`src/rtl/rng_pkg.sv`:
```
// Shared constants for the Pong random number source: LFSR width,
// default seed, feedback tap positions and the next-state function.
// Optional build macro used by this slice: RANDOM_NUMBER_SEED_LOAD_EN.
package rng_pkg;

    localparam int unsigned LFSR_W = 16;
    localparam logic [LFSR_W-1:0] DEFAULT_SEED = 16'hACE1;

    // Taps for x^16 + x^14 + x^13 + x^11 + 1 (Fibonacci form)
    localparam int unsigned TAP0 = 15;
    localparam int unsigned TAP1 = 13;
    localparam int unsigned TAP2 = 12;
    localparam int unsigned TAP3 = 10;

    function automatic logic [LFSR_W-1:0] lfsr_next(input logic [LFSR_W-1:0] s);
        logic fb;
        fb = s[TAP0] ^ s[TAP1] ^ s[TAP2] ^ s[TAP3];
        return {s[LFSR_W-2:0], fb};
    endfunction

endpackage

```
`src/rtl/lfsr16.sv`:
```
// 16-bit maximal-length Fibonacci LFSR with synchronous active-low reset.
// With RANDOM_NUMBER_SEED_LOAD_EN defined, a runtime seed can be loaded;
// a zero seed is replaced by the reset seed so the register never locks up.
module lfsr16
    import rng_pkg::*;
#(
    parameter logic [LFSR_W-1:0] SEED = DEFAULT_SEED
) (
    input  logic              clk,
    input  logic              i_rst_n,
`ifdef RANDOM_NUMBER_SEED_LOAD_EN
    input  logic              i_seed_load,
    input  logic [LFSR_W-1:0] i_seed,
`endif
    output logic [LFSR_W-1:0] o_state
);

    // A zero seed would freeze the LFSR; fall back to the package default.
    localparam logic [LFSR_W-1:0] SAFE_SEED = (SEED == '0) ? DEFAULT_SEED : SEED;

    logic [LFSR_W-1:0] r_state;

    // Advance every clock; reset (highest priority) or seed load override.
    always_ff @(posedge clk) begin
        if (!i_rst_n) begin
            r_state <= SAFE_SEED;
`ifdef RANDOM_NUMBER_SEED_LOAD_EN
        end else if (i_seed_load) begin
            r_state <= (i_seed == '0) ? SAFE_SEED : i_seed;
`endif
        end else begin
            r_state <= lfsr_next(r_state);
        end
    end

    assign o_state = r_state;

endmodule

```
`src/rtl/random_number_gen.sv`:
```
// Free-running pseudo-random source for the Pong game logic. The top 10
// LFSR bits are scaled into [0, max-1] and registered onto rand_out.
// Optional build macro: RANDOM_NUMBER_SEED_LOAD_EN adds seed_load/seed.
module random_number_gen
    import rng_pkg::*;
#(
    parameter int unsigned       OUT_W = 10,
    parameter logic [LFSR_W-1:0] SEED  = DEFAULT_SEED
) (
    input  logic             CLOCK_50,
    input  logic             reset_n,
`ifdef RANDOM_NUMBER_SEED_LOAD_EN
    input  logic             seed_load,
    input  logic [LFSR_W-1:0] seed,
`endif
    input  logic [OUT_W-1:0] max,
    output logic [OUT_W-1:0] rand_out
);

    localparam int unsigned FRAC_W = 10;
    localparam int unsigned PROD_W = FRAC_W + OUT_W;

    logic [LFSR_W-1:0] w_lfsr;
    logic [PROD_W-1:0] w_prod;
    logic [OUT_W-1:0]  w_scaled;
    logic              w_unused_lfsr_lo;
    logic [OUT_W-1:0]  r_rand;

    lfsr16 #(
        .SEED (SEED)
    ) u_lfsr (
        .clk         (CLOCK_50),
        .i_rst_n     (reset_n),
`ifdef RANDOM_NUMBER_SEED_LOAD_EN
        .i_seed_load (seed_load),
        .i_seed      (seed),
`endif
        .o_state     (w_lfsr)
    );

    // Fraction l[15:6]/1024 times max; the high part is always below max.
    assign w_prod           = PROD_W'(w_lfsr[LFSR_W-1:LFSR_W-FRAC_W]) * PROD_W'(max);
    assign w_scaled         = w_prod[PROD_W-1:FRAC_W];
    assign w_unused_lfsr_lo = ^w_lfsr[LFSR_W-FRAC_W-1:0];

    // Register the scaled value from the current LFSR state and max.
    always_ff @(posedge CLOCK_50) begin
        if (!reset_n) begin
            r_rand <= '0;
        end else begin
            r_rand <= w_scaled;
        end
    end

    assign rand_out = r_rand;

endmodule

```
`config.mk`:
```
export PLATFORM = sky130hd
export DESIGN_NAME = random_number_gen
export DESIGN_NICKNAME = d
export VERILOG_FILES = /design/src/rtl/rng_pkg.sv /design/src/rtl/lfsr16.sv /design/src/rtl/random_number_gen.sv
export SDC_FILE = /design/constraint.sdc
export NUM_CORES = 1
export LEC_CHECK = 0
export ABC_AREA = 1
export BUFFER_PORTS_ARGS = -buffer_cell sky130_fd_sc_hd__buf_2
export CORE_MARGIN = 3
export CORE_UTILIZATION = 25
export DETAILED_ROUTE_END_ITERATION = 12
export PLACE_DENSITY_LB_ADDON = 0.25
export RECOVER_POWER = 100
export SYNTH_ARGS = -nofsm -noshare
export SYNTH_HDL_FRONTEND = slang
export SYNTH_SLANG_ARGS = --single-unit
```
`constraint.sdc`:
```
create_clock -name CLOCK_50 -period 13.8 [get_ports CLOCK_50]
set_input_delay 2.76 -clock CLOCK_50 [delete_from_list [all_inputs] [get_ports CLOCK_50]]
set_output_delay 2.76 -clock CLOCK_50 [all_outputs]
set_load 0.02 [all_outputs]
```
==> summary.md <==
| Metric | Value |
|---|---|
| Worst supply voltage drop on vdd | 0.08634 mV |
| Total Routed Length | 9726 µm |
| Utilization after layout | 0.2767 |
| CP Class | input pin to flop |
| YS warnings | 0 |
| Sequential cell area fraction in the yosys report | 0.1210 |
| WP depth | 20 |
| Placement row count | 47 |
| Antenna violations before repair | 0 |
| Antenna cell count | 0 |
| HPWL Detailed | 8169 µm |
| Uppermost routed layer | met4 |
| Setup skew after layout | 0.005178 ns |
| Final Max Tran Viols | 0 |
| Met3 Wirelength | 255 µm |
| Share of the cycle needed by the critical path after routing | 0.5119 |
| Die X-Extent | 137.2 µm |
| Timing-limited maximum frequency | 0.1416 GHz |
| Final-layout worst hold slack | 0.4149 ns |
| CTS tree | yes |
| Clock insertion delay at the later pin of the skew report | 0.26 ns |
| CTS-repair resized insts | 0 |
| Rel. slew slack | 0.4100 |
| DRT antenna net count | 0 |
| Min-Delay Path Class | flop to flop |
| Largest delay contributor family on the critical path | adder cells |
| Setup_tns | 0 ns |
| Final hold viol count | 0 |
| Max-cap check violation count | 0 |
| Via density | 4.189 |
| Wire length on met1 | 4418 µm |
| Crit path setup slack, layout | 6.736 ns |
| Crit path max fanout | 9 |
| Cell leakage power | 2.837 nW |
| Number of nets in the finished design | 708 |
| First-pass iteration count of the detailed router | 5 |
| Post-CTS setup buffer count | 0 |
| Placement Cell Area | 4557 µm² |
| Starting density of the core | 0.2575 |
| Die height | 137.2 µm |
| WP buf/inv | 7 |
| Die footprint | 18810 µm² |
| Final critical delay including setup and external delays | 7.064 ns |
| Cell type with the highest occurrence count on the critical path | sky130_fd_sc_hd__inv_1 |
| Violation count after the first detailed-route iteration | 143 |
| Inserted Clock Buffers | 3 |
| Kind of end point of the critical path | flop |
| Bufs on Longest Clock Path | 2 |
| Worst Path Arrival | 7.22 ns |
| Clock net sink count | 26 |
| Worst slack at placement | 6.738 ns |
| Library cells used by synthesis | 35 |
| CTS clk-pin slew, worst paths | 0.07 ns |
| Pin count of the biggest net entering global routing | 20 |
| Drc violations | 0 |
| Placed cells | 797 |
| IO Count | 22 |
| H-tree depth | 1 |
| Post-route total power | 0.8997 mW |
| Total routing resource utilization after global routing | 0.1129 |
| Port bufs | 21 |
| Total congestion overflow after global routing | 0 |
| Post-Layout Inst Area | 4621 µm² |
| Mean Syn Cell Area | 7.440 µm² |
| Synth Net Count | 704 |
| Share of final-layout standard cells stronger than drive strength 1 | 0.05508 |
| Synthesized area | 4300 µm² |
| Root Buffer Master | sky130_fd_sc_hd__clkbuf_16 |
| Number of global-route vias before repair | 3580 |
| RePlAce Congestion | 0.7749 |
| Post-synthesis cell count | 578 |
| Finish-stage setup viols | 0 |
| Hold bufs inserted after CTS | 0 |
| Element type at the critical path start | input pin |
| Non-filler cells, final | 801 |
| Depth of the worst register-to-register path | 19 |
| Setup repair after global routing missed its margin | no |
| Detailed route wirelength on metal2 | 4990 µm |
| Global-route wire length before repair | 17020 µm |
| Slowest library cell on the worst path | sky130_fd_sc_hd__fa_1 |
| Instance count along the most critical hold path | 2 |
| Areal power density over the cells | 194.7 nW/µm² |
| Core Area | 16700 µm² |
| Cell breakdown of the critical path | clkbuf_1 > nand2_1 > fa_1 > inv_1 > fa_1 > inv_1 > fa_1 > inv_1 > fa_1 > inv_1 > fa_1 > inv_1 > ha_1 > nand2_1 > o21ai_0 > inv_1 > nand2_1 > nand2_1 > a21oi_1 > nor2_1 |
| Synthesis-stage register bit count | 26 |
| Routed length per placed instance | 12.14 µm |
| Biggest cell delay along the critical path | 0.56 ns |
| P&R area growth vs syn | 7.448% |
| Via Count | 3355 |
| Run status | complete, no violations |
| Pin slew with the least headroom to its limit | 0.8850 ns |
| Required arrival time at the worst endpoint | 13.95 ns |
==> cells in the mapped netlist <==
library cell | instances | share of area
sky130_fd_sc_hd__inv_1 | 164 | 0.14
sky130_fd_sc_hd__nand2_1 | 148 | 0.13
sky130_fd_sc_hd__fa_1 | 61 | 0.28
sky130_fd_sc_hd__ha_1 | 53 | 0.15
sky130_fd_sc_hd__dfxtp_1 | 26 | 0.12
sky130_fd_sc_hd__a21oi_1 | 23 | 0.027
sky130_fd_sc_hd__nor2_1 | 22 | 0.019
sky130_fd_sc_hd__clkbuf_1 | 16 | 0.014
sky130_fd_sc_hd__nand3_1 | 12 | 0.014
sky130_fd_sc_hd__o21ai_0 | 8 | 0.0093
sky130_fd_sc_hd__or2_2 | 7 | 0.010
sky130_fd_sc_hd__buf_6 | 4 | 0.010
sky130_fd_sc_hd__nand2_2 | 4 | 0.0058
sky130_fd_sc_hd__nand2_4 | 2 | 0.0052
sky130_fd_sc_hd__nand3_2 | 2 | 0.0047
sky130_fd_sc_hd__nor2_2 | 2 | 0.0029
sky130_fd_sc_hd__nor3_1 | 2 | 0.0023
sky130_fd_sc_hd__o21ai_1 | 2 | 0.0023
sky130_fd_sc_hd__o21bai_1 | 2 | 0.0035
sky130_fd_sc_hd__xnor2_1 | 2 | 0.0041
sky130_fd_sc_hd__xor2_1 | 2 | 0.0041
sky130_fd_sc_hd__a21boi_0 | 1 | 0.0017
sky130_fd_sc_hd__a21boi_1 | 1 | 0.0017
sky130_fd_sc_hd__a21o_1 | 1 | 0.0017
sky130_fd_sc_hd__a31oi_1 | 1 | 0.0015
sky130_fd_sc_hd__a31oi_2 | 1 | 0.0029
sky130_fd_sc_hd__buf_2 | 1 | 0.0012
sky130_fd_sc_hd__clkbuf_8 | 1 | 0.0032
sky130_fd_sc_hd__inv_2 | 1 | 0.00087
sky130_fd_sc_hd__inv_4 | 1 | 0.0015
sky130_fd_sc_hd__nand3b_4 | 1 | 0.0047
sky130_fd_sc_hd__nand4_2 | 1 | 0.0029
sky130_fd_sc_hd__nor4_1 | 1 | 0.0015
sky130_fd_sc_hd__o21a_1 | 1 | 0.0017
sky130_fd_sc_hd__o21bai_2 | 1 | 0.0026
==> cells by family (layout without fill, tap and decap cells) <==
logic type | after synthesis | in the layout | share of synthesized area
AND/OR/NAND/NOR | 204 | 204 | 0.2025
buffers and inverters | 188 | 191 | 0.1743
adder cells (fa/ha/maj) | 114 | 114 | 0.4382
AO/OA/AOI/OAI | 42 | 42 | 0.05586
flip-flops | 26 | 26 | 0.1210
XOR/XNOR | 4 | 4 | 0.008148
==> worst register-to-register path, delay by kind of cell (launching register included) <==
kind,cells,cell delay (ns)
adder cells (fa/ha/maj),6,2.79
AO/OA/AOI/OAI,2,0.49
buffers and inverters,6,0.31
AND/OR/NAND/NOR,5,0.49
flip-flops,1,0.74
==> flip-flops by register name, summed over array words and instances, names as in the netlist <==
| register | cells |
|---|---|
| u_lfsr.o_state | 16 |
| rand_out | 10 |
==> path summary, 6_finish.rpt <==
kind / slack [ns] / start / to
setup / recovery: 6.74 / max[1] / rand_out[7]
hold / removal: 0.41 / u_lfsr.o_state[0] / u_lfsr.o_state[1]
setup reg to reg: 8.86 / u_lfsr.o_state[12] / rand_out[7]
hold reg to reg: 0.41 / u_lfsr.o_state[0] / u_lfsr.o_state[1]
==> layout by cell type (no fill, tap or decap), types with 3 or more instances in the layout <==
master and n:
sky130_fd_sc_hd__clkbuf_1 12, sky130_fd_sc_hd__dfxtp_1 26, sky130_fd_sc_hd__nor2_1 22, sky130_fd_sc_hd__ha_1 53
sky130_fd_sc_hd__buf_2 9, sky130_fd_sc_hd__a21oi_1 23, sky130_fd_sc_hd__inv_1 164, sky130_fd_sc_hd__or2_2 7
sky130_fd_sc_hd__o21ai_0 8, sky130_fd_sc_hd__nand3_1 12, sky130_fd_sc_hd__fa_1 61, sky130_fd_sc_hd__clkbuf_16 3
sky130_fd_sc_hd__nand2_1 152
==> layout make-up <==
cell class | count | area [µm²]
Fill cell | 1884 | 12080
Multi-Input combinational cell | 364 | 3020
Inverter | 166 | 625.6
Sequential cell | 26 | 520.5
Tap cell | 220 | 275.3
Timing Repair Buffer | 21 | 90.09
Clock buffer | 4 | 88.84
==> power breakdown <==
part | switching [mW] | total (mW) | internal, mW | leakage (nW)
sequential | 0.0117 | 0.104 | 0.0928 | 0.217
clock | 0.0261 | 0.0704 | 0.0444 | 0.0442
combinational | 0.468 | 0.725 | 0.257 | 2.58
total | 0.506 | 0.900 | 0.394 | 2.84
==> routing by layer <==
layer	global-route usage	up-vias
li1	-	1676
met1	0.1462	1640
met2	0.2049	33
met3	0.01471	6
met4	0.01497	0
met5	0	-
No activity file was read; power rests on OpenSTA's default activity.
